File: src/rtl/seg_scan_pkg.sv
// rtl/seg_scan_pkg.sv - glyph table, segment type and parameter checks for seg_scan_mux
package seg_scan_pkg;

    typedef logic [6:0] seg_t;

    // Bit order {a,b,c,d,e,f,g}, 1 = lit
    localparam seg_t SEG_BLANK = 7'b0000000;
    localparam seg_t GLYPHS [16] = '{
        7'b1111110, 7'b0110000, 7'b1101101, 7'b1111001,
        7'b0110011, 7'b1011011, 7'b1011111, 7'b1110000,
        7'b1111111, 7'b1111011, 7'b1110111, 7'b0011111,
        7'b1001110, 7'b0111101, 7'b1001111, 7'b1000111
    };

    function automatic bit params_ok(int digits, int scan_div);
        return (digits >= 2) && (digits <= 16) && (scan_div >= 2);
    endfunction

endpackage

File: src/rtl/seg_hex_decoder.sv
// rtl/seg_hex_decoder.sv - combinational hex nibble to seven-segment glyph with blanking
module seg_hex_decoder
    import seg_scan_pkg::*;
(
    input  logic [3:0] nibble,
    input  logic       blank,
    output seg_t       seg
);

    always_comb begin
        seg = blank ? SEG_BLANK : GLYPHS[nibble];
    end

endmodule

File: src/rtl/seg_scan_mux.sv
// rtl/seg_scan_mux.sv - N-digit seven-segment scanner with frame-aligned double buffering
// Optional SEG_SCAN_LZS_EN adds leading-zero suppression.
module seg_scan_mux
    import seg_scan_pkg::*;
#(
    parameter int P_DIGITS   = 4,
    parameter int P_SCAN_DIV = 1000000
) (
    input  logic                  I_clk,
    input  logic                  I_rst,
    input  logic [4*P_DIGITS-1:0] I_value,
    input  logic [P_DIGITS-1:0]   I_blank_mask,
    input  logic                  I_load,
    output logic                  O_ack,
    output logic [6:0]            O_seg,
    output logic [P_DIGITS-1:0]   O_an
);

    localparam int CNT_W = $clog2(P_SCAN_DIV);
    localparam int IDX_W = $clog2(P_DIGITS);

    generate
        if (!params_ok(P_DIGITS, P_SCAN_DIV)) begin : g_bad_params
            $error("seg_scan_mux: illegal P_DIGITS or P_SCAN_DIV");
        end
    endgenerate

    typedef enum logic {START, SCAN} state_t;

    state_t                state, state_next;
    logic [CNT_W-1:0]      cnt, cnt_next;
    logic [IDX_W-1:0]      idx, idx_next;
    logic                  pending;
    logic [4*P_DIGITS-1:0] shadow_value, disp_value, disp_value_next;
    logic [P_DIGITS-1:0]   shadow_blank, disp_blank, disp_blank_next;
    logic [P_DIGITS-1:0]   lz_mask, an_next;
    logic                  tick, commit, all_zero, mux_blank;
    logic [3:0]            mux_nibble;
    seg_t                  dec_seg;
    logic [6:0]            seg_next;

    always_comb begin
        state_next = state;
        idx_next   = idx;
        commit     = 1'b0;
        tick       = (cnt == CNT_W'(P_SCAN_DIV - 1));
        cnt_next   = tick ? '0 : cnt + CNT_W'(1);
        case (state)
            START: if (tick) begin
                state_next = SCAN;
                idx_next   = '0;
                commit     = pending;
            end
            SCAN: if (tick) begin
                if (idx == IDX_W'(P_DIGITS - 1)) begin
                    idx_next = '0;
                    commit   = pending;
                end else begin
                    idx_next = idx + IDX_W'(1);
                end
            end
            default: state_next = START;
        endcase
        disp_value_next = commit ? shadow_value : disp_value;
        disp_blank_next = commit ? shadow_blank : disp_blank;
    end

    // Outputs are registered from the post-edge view so a commit is visible with its ack
    always_comb begin
        lz_mask  = '0;
        all_zero = 1'b1;
`ifdef SEG_SCAN_LZS_EN
        for (int k = P_DIGITS - 1; k >= 1; k--) begin
            all_zero   = all_zero && (disp_value_next[4*k +: 4] == 4'h0);
            lz_mask[k] = all_zero;
        end
`endif
        mux_nibble = 4'h0;
        mux_blank  = 1'b0;
        for (int k = 0; k < P_DIGITS; k++) begin
            if (idx_next == IDX_W'(k)) begin
                mux_nibble = disp_value_next[4*k +: 4];
                mux_blank  = disp_blank_next[k] | lz_mask[k];
            end
        end
    end

    seg_hex_decoder u_dec (
        .nibble (mux_nibble),
        .blank  (mux_blank),
        .seg    (dec_seg)
    );

    always_comb begin
        an_next  = '0;
        seg_next = 7'b0;
        if (state_next == SCAN) begin
            an_next  = P_DIGITS'(1) << idx_next;
            seg_next = dec_seg;
        end
    end

    always_ff @(posedge I_clk or negedge I_rst) begin
        if (!I_rst) begin
            state <= START;
        end else begin
            state <= state_next;
        end
    end

    always_ff @(posedge I_clk or negedge I_rst) begin
        if (!I_rst) begin
            cnt          <= '0;
            idx          <= '0;
            pending      <= 1'b0;
            shadow_value <= '0;
            shadow_blank <= '0;
            disp_value   <= '0;
            disp_blank   <= '0;
            O_ack        <= 1'b0;
            O_seg        <= 7'b0;
            O_an         <= '0;
        end else begin
            cnt        <= cnt_next;
            idx        <= idx_next;
            disp_value <= disp_value_next;
            disp_blank <= disp_blank_next;
            O_ack      <= commit;
            O_seg      <= seg_next;
            O_an       <= an_next;
            // A load in the commit cycle wins: it re-arms pending for the next frame
            if (I_load) begin
                shadow_value <= I_value;
                shadow_blank <= I_blank_mask;
                pending      <= 1'b1;
            end else if (commit) begin
                pending <= 1'b0;
            end
        end
    end

endmodule

File: config.mk
export PLATFORM = sky130hd
export DESIGN_NAME = seg_scan_mux
export DESIGN_NICKNAME = d
export VERILOG_FILES = /design/src/rtl/seg_scan_pkg.sv /design/src/rtl/seg_hex_decoder.sv /design/src/rtl/seg_scan_mux.sv
export SDC_FILE = /design/constraint.sdc
export NUM_CORES = 1
export LEC_CHECK = 0
export CAP_MARGIN = 25
export CORE_ASPECT_RATIO = 1.2
export CORE_UTILIZATION = 57
export CTS_CLUSTER_SIZE = 14
export DETAILED_ROUTE_END_ITERATION = 7
export PLACE_DENSITY = 0.91
export SLEW_MARGIN = 20
export SYNTH_ARGS = -nofsm -noshare
export SYNTH_HDL_FRONTEND = slang
export SYNTH_SLANG_ARGS = --single-unit
File: constraint.sdc
create_clock -name I_clk -period 4.25 [get_ports I_clk]
set_input_delay 0.85 -clock I_clk [delete_from_list [all_inputs] [get_ports I_clk]]
set_output_delay 0.85 -clock I_clk [all_outputs]
set_load 0.005 [all_outputs]
==> implementation parameters, run 1 <==
Parameter                              Value

CTS
  Latest clock arrival within the worst-skew pair    0.35 ns
  CTS tree    yes
  Number of buffers created by CTS    9
  Buffers inserted during post-CTS setup optimization    0
  Register clock-pin slew on the reported worst setup and hold paths    0.08 ns
  Total of hold buffers inserted after clock tree synthesis    0
  Post-CTS sizing    0
  Sink count of the clock tree    76
  Maximum level of the CTS H-tree    3
  CTS root buf    clkbuf_8
  Buffers from clock root to sink, at most    2

STA
  Slew Limit Fails    0
  Number of failing hold endpoints at the final stage    0
  Number of setup violations in the final report    0
  Summed negative setup slack over all endpoints    0 ns
  Worst Skew    0.0119 ns
  Post-Route Hold Slack    0.369 ns
  Final period utilization    81.4%
  Final critical path time including I/O delays and setup    3.46 ns
  Unrepaired setup endpoints after global routing    false
  Achievable Freq    289 MHz
  Slew at the pin with the worst max-slew slack    0.925 ns
  Relative slew slack    38.1%

Layout
  Fraction of layout cells with a size suffix above 1    20.1%
  Area overhead of the layout relative to synthesis    16.7%
  Commonest cells after routing, fill and taps aside    dfrtp_1, mux2_2, clkdlybuf4s50_1, nand2_1, nor2_1
  Fill count    410
  Number of nets in the layout    365
  Commonest non-fill, non-tap cell in the layout    dfrtp_1
  Footprint of the multi-input gates    1540 sq um
  Sequential cell area in the final layout    1900 sq um
  Ant diodes    0
  Final Core Density    68.9%

Place
  Port buffer count    34
  Routability-driven placement congestion ratio    0.927
  HPWL after DPL    4460 um

Worst setup path
  Signal arrival time at the worst endpoint    3.70 ns
  Worst Setup Path Type    register to register
  Nature of the critical path endpoint    register
  Critical path data required time    4.49 ns
  Worst setup SP type    register
  Crit path max fanout    14

Worst hold path
  Worst hold path type    input port to asynchronous set/reset pin

Route
  Number of iterations in the first detailed-routing pass    5
  Vias per cell    5.63
  Wire length per cell after detailed routing    15.5 um
  Number of antenna-violating nets in the routed design    0
  Routed via count    2,366
  Total Wirelength    6530 um
  Number of design rule violations left after detail routing    0
  First-iteration detailed-routing DRC count    144

Synthesis
  Cell taking the most area after synthesis    dfrtp_1
  Post-synthesis cell count    295
  Yosys warning total    0
  Predominant post-synthesis flop cell    dfrtp_1
  Post-synthesis net count    326
  Proportion of synthesized chip area in sequential cells    53.6%
  Async set or reset register ratio after synthesis    100%
  Post-synth cell types    54
  Fraction of synthesized cell area taken by the top area cell type    53.6%
  Post-synth EDFFs    0
  Top post-synthesis cells by area    dfrtp_1, mux2_2, nand2_1
  Number of synthesized register bits    76
  Average size of a mapped cell    12.0 sq um
  Syn Std Cell Area    3550 sq um

Floorplanning
  Die X    74.0 um
  Number of placement rows    31
  Chip height    88.4 um
  Die ar.    6550 sq um
  Initial standard-cell utilization of the core    59.0%
  Total I/O pin count    35
  Area inside the core boundary    6010 sq um

Power and ir drop
  Power density of the placed cells    323 nW/um^2
  Max rail drop VDD    0.298 mV
  Leak    2.00 nW

Global routing
  GRT Total Usage    22.4%
  Global-route wire length before repair    10,800 um
  Antenna violations before repair    0
  Total grt overflow    0
  Largest net degree at the start of global routing    77
  Via count of the first global-routing pass    2,299

Run status
  Status    complete, no violations

Run
  Maximum capacitance violations    0
cell usage after synthesis, types with 4 or more instances:
cell type  number
a21oi_1         8
and3_1          7
dfrtp_1        76
ha_1            8
inv_1           7
mux2_2         33
mux2_4          5
mux2i_1         5
nand2_1        28
nand3_1         7
nand4_1         4
nor2_1         24
nor3_1          4
o21ai_0         4
xnor2_1         9
xor2_1          7
routing by layer:
| metal | part of all wire [%] | up-vias | track usage, % |
|---|---|---|---|
| li1 | - | 1101 | - |
| met1 | 43 | 1181 | 28.4 |
| met2 | 51 | 66 | 35.7 |
| met3 | 3.7 | 18 | 5.01 |
| met4 | 2.7 | 0 | 12.2 |
| met5 | 0 | - | 0 |
stage by stage:
step	worst slack, ns	total power, mW	std cells	area [sq um]
5_1_grt	0.533	1.39	420	4140
4_1_cts	0.770	1.34	419	4110
3_3_place_gp	0.979	0.824	404	3930
6_report	0.792	1.34	420	4140
2_1_floorplan	1.25	0.787	295	3550
3_5_place_dp	0.814	0.828	404	3930
worst max-delay path, stage by stage, from the launching register on:
cell and delay (ns):
dfrtp_1 0.44, nor4_4 0.33, and4b_1 0.30, nand4_2 0.44
mux2_1 0.50, mux2_2 0.29, mux2i_4 0.26, inv_1 0.11
ha_1 0.26, nand2_1 0.07, o21ai_1 0.08, a211oi_1 0.26
cells by family after synthesis:
family          count (synthesis)  share of synthesized area [%]
fa+ha+maj                       8                           2.82
mux                            48                           16.0
buf+inv                        18                           3.00
compound gates                 31                           5.64
simple gates                   98                           15.0
flops                          76                           53.6
xor+xnor                       16                           3.95
report_power, final:
| group | leakage, nW | switching, mW | total, mW | internal (mW) |
|---|---|---|---|---|
| sequential | 0.997 | 0.0116 | 0.753 | 0.742 |
| combinational | 0.909 | 0.0249 | 0.0628 | 0.0379 |
| clock | 0.0959 | 0.255 | 0.521 | 0.266 |
| total | 2.00 | 0.291 | 1.34 | 1.05 |
layout make-up:
class / count / area share, %
Clock inverter: 5 / 1.30
Multi-Input combinational cell: 201 / 37.2
Inverter: 9 / 0.816
Tap cell: 82 / 2.48
Sequential cell: 76 / 45.9
Timing Repair Buffer: 37 / 9.19
Clock buffer: 10 / 3.08
worst paths after layout:
kind	endpoint	slack (ns)	cells past startpoint	startpoint
max	O_seg[2]$_DFF_PN0_	0.79	11	cnt[10]$_DFF_PN0_
min in group I_clk	disp_blank[3]$_DFF_PN0_	0.46	2	disp_blank[3]$_DFF_PN0_
min reg2reg	disp_blank[3]$_DFF_PN0_	0.46	2	disp_blank[3]$_DFF_PN0_
min	O_an[1]$_DFF_PN0_	0.37	1	I_rst
max reg2reg	O_seg[2]$_DFF_PN0_	0.79	11	cnt[10]$_DFF_PN0_
max in group asynchronous	O_seg[0]$_DFF_PN0_	3.32	2	I_rst
sequential cells by signal, summed over array words and instances (netlist names):
name / cells
state: 1
shadow_blank: 4
O_ack: 1
disp_value: 16
idx: 2
pending: 1
shadow_value: 16
O_seg: 7
disp_blank: 4
O_an: 4
cnt: 20
Power figures use the tool's default switching activity.
==> inputs of run 2 (changes only) <==
- CORE_UTILIZATION: 57 -> 51
- PLACE_DENSITY: 0.91 -> 0.86
- clock period: 4.25 -> 3 ns (I/O delays scaled with it)
==> run 2 against run 1 <==
Critical path type unchanged. Power is 54% higher. Highest routed layer unchanged. Fmax is 16% higher. Register-to-register slack worse by 0.78 ns. Hold slack worse by 0.21 ns. Largest cell class unchanged. Clock power is 72% higher. Combinational power is 41% higher. Global-route usage is 1.2 points lower.
==> implementation parameters, run 2 (synthesized netlist as in run 1, its figures left out) <==
Parameter                              Value

Run status
  Status    complete, no violations

Route
  Routed via count    2,444 (+3.3%)
  Number of design rule violations left after detail routing    0 (unchanged)
  Wire length per cell after detailed routing    15.5 um (-0.20%)
  Number of iterations in the first detailed-routing pass    4 (-1)
  Vias per cell    5.44 (-3.4%)
  Number of antenna-violating nets in the routed design    0 (unchanged)
  First-iteration detailed-routing DRC count    65 (-55%)
  Total Wirelength    6970 um (+6.7%)

Layout
  Number of nets in the layout    392 (+7.4%)
  Area overhead of the layout relative to synthesis    25.9%
  Register with the highest flop count    cnt
  Commonest non-fill, non-tap cell in the layout    dfrtp_1
  Fill count    472 (+15%)
  Number of flip-flops in the largest register    20 (unchanged)
  Commonest cells after routing, fill and taps aside    dfrtp_1, mux2_2, clkdlybuf4s50_1, nand2_1, buf_4
  Fraction of layout cells with a size suffix above 1    28.0% (+7.9 points)
  Ant diodes    0 (unchanged)
  Largest registers    cnt (20), disp_value (16), shadow_value (16)

Run
  Maximum capacitance violations    0 (unchanged)

STA
  Slew Limit Fails    0 (unchanged)
  Slew at the pin with the worst max-slew slack    0.918 ns (-0.00762 ns)
  Unrepaired setup endpoints after global routing    true
  Post-Route Hold Slack    0.162 ns (-0.206 ns)
  Relative slew slack    38.6% (+0.51 points)
  Number of setup violations in the final report    0 (unchanged)
  Achievable Freq    335 MHz (+16%)
  Final period utilization    99.5% (+18 points)
  Worst Skew    0.00764 ns (-0.00428 ns)
  Number of failing hold endpoints at the final stage    0 (unchanged)
  Final critical path time including I/O delays and setup    2.98 ns (-0.473 ns)

Worst setup path
  Critical path's largest stage delay    0.43 ns (-0.07 ns)
  Nature of the critical path endpoint    register
  Worst Setup Path Type    register to register
  Crit. Startpoint    cnt[13]$_DFF_PN0_
  Critical-path cell with the highest stage delay    dfrtp_1
  Worst-case register-to-register setup slack    0.02 ns (-0.78 ns)
  Crit Reg-Reg Startpoint    cnt[13]$_DFF_PN0_
  Critical path data required time    3.21 ns (-1.28 ns)
  Crit path max fanout    11 (-3)
  FF-to-FF path depth    12 (+1)
  List of cells traversed by the critical path    nor4_4 > and4b_2 > nand4_4 > buf_12 > mux2_1 > mux2_2 > mux2i_4 > buf_6 > ha_1 > nor2_1 > a211o_1 > a21oi_2
  Worst setup SP type    register
  Signal arrival time at the worst endpoint    3.19 ns (-0.51 ns)
  R2r endpoint    O_seg[3]$_DFF_PN0_

Floorplanning
  Initial standard-cell utilization of the core    54.0% (-5.0 points)
  Chip height    93.4 um (+5.6%)
  Total I/O pin count    35 (unchanged)
  Area inside the core boundary    6570 sq um (+9.2%)
  Number of placement rows    32 (+3.2%)
  Die ar.    7300 sq um (+11%)
  Die X    78.1 um (+5.6%)

Global routing
  Antenna violations before repair    0 (unchanged)
  Via count of the first global-routing pass    2,561 (+11%)
  Global-route wire length before repair    11,700 um (+8.0%)
  GRT Total Usage    21.2% (-1.2 points)
  Largest net degree at the start of global routing    77 (unchanged)
  Total grt overflow    0 (unchanged)

Power and ir drop
  Power density of the placed cells    460 nW/um^2 (+42%)
  Max rail drop VDD    0.404 mV (+36%)
  Post-layout total power    2.05 mW (+54%)
  Leak    2.17 nW (+8.5%)

Place
  Routability-driven placement congestion ratio    0.834 (-10%)
  Port buffer count    34 (unchanged)
  HPWL after DPL    4750 um (+6.5%)

CTS
  Register clock-pin slew on the reported worst setup and hold paths    0.08 ns (about the same)
  CTS root buf    clkbuf_8
  Number of buffers created by CTS    9 (unchanged)
  Total of hold buffers inserted after clock tree synthesis    0 (unchanged)
  CTS tree    yes
  Maximum level of the CTS H-tree    3 (unchanged)
  Sink count of the clock tree    76 (unchanged)
  Latest clock arrival within the worst-skew pair    0.35 ns (about the same)
  Buffers from clock root to sink, at most    2 (unchanged)

Worst hold path
  Worst hold path type    input port to asynchronous set/reset pin
==> run 2: per-stage QoR <==
step	cell area (sq um)	cells	util, %	worst slack, ns	TNS (ns)
2_1_floorplan	3550	295	-	-0.00242	-0.00242
3_3_place_gp	4120	430	62.7	0.106	0
3_5_place_dp	4120	430	62.7	-0.0329	-0.0524
4_1_cts	4370	445	66.6	0.00573	0
5_1_grt	4470	449	68.0	-0.157	-0.757
6_report	4470	449	68.0	0.0152	0
==> run 2: power by group <==
| part | internal (mW) | switching [mW] | leakage, nW |
|---|---|---|---|
| combinational | 0.0545 | 0.0343 | 1.06 |
| sequential | 1.05 | 0.0167 | 0.997 |
| clock | 0.541 | 0.357 | 0.111 |
| total | 1.65 | 0.408 | 2.17 |
==> run 2: what timing repair did <==
item | 4_1_cts | 5_1_grt
buffers inserted | 1 | 2
setup endpoints to repair | 3 | 7
cloned | 0 | 1
gates resized for setup | 4 | 7
pin swaps | 1 | 3
==> run 2: how the worst max path moves through the flow <==
stage | slack, ns | end | depth (start not counted)
2_1_floorplan | -0.002 | O_seg[3]$_DFF_PN0_ | 12
3_3_place_gp | 0.11 | O_seg[3]$_DFF_PN0_ | 11
3_5_place_dp | -0.03 | O_seg[3]$_DFF_PN0_ | 10
4_1_cts | 0.006 | O_seg[3]$_DFF_PN0_ | 12
5_1_grt | -0.16 | O_seg[3]$_DFF_PN0_ | 12
6_report | 0.02 | O_seg[3]$_DFF_PN0_ | 12
==> run 2: layout make-up <==
cell class	instances	area [sq um]	share of cell area, %
Tap cell	85	106	2.38
Sequential cell	76	1900	42.6
Timing Repair Buffer	64	617	13.8
Inverter	9	33.8	0.756
Clock inverter	5	103	2.30
Clock buffer	9	124	2.77
Multi-Input combinational cell	201	1580	35.4
==> run 2: critical path: cells and delay by family, from the launching register on <==
kind | cells | cell delay, ns
AO/OA/AOI/OAI | 2 | 0.19
adder cells (fa/ha/maj) | 1 | 0.24
buffers and inverters | 2 | 0.33
flip-flops | 1 | 0.43
multiplexers | 3 | 0.78
AND/OR/NAND/NOR | 4 | 0.87
==> run 2: routing by layer <==
layer	vias up	GRT usage, %	part of all wire [%]
met3	16	5.66	3.6
met5	-	0	0
met4	0	9.26	2.1
met1	1211	25.1	42
li1	1160	-	-
met2	57	36.1	53
==> inputs of run 3 (changes only) <==
--- a/constraint.sdc
+++ b/constraint.sdc
@@ -3,2 +3,2 @@
 set_output_delay 0.6 -clock I_clk [all_outputs]
-set_load 0.005 [all_outputs]
+set_load 0.01 [all_outputs]
==> results of run 3 <==
The final DEF is identical to that of run 2; final timing and power are the same.
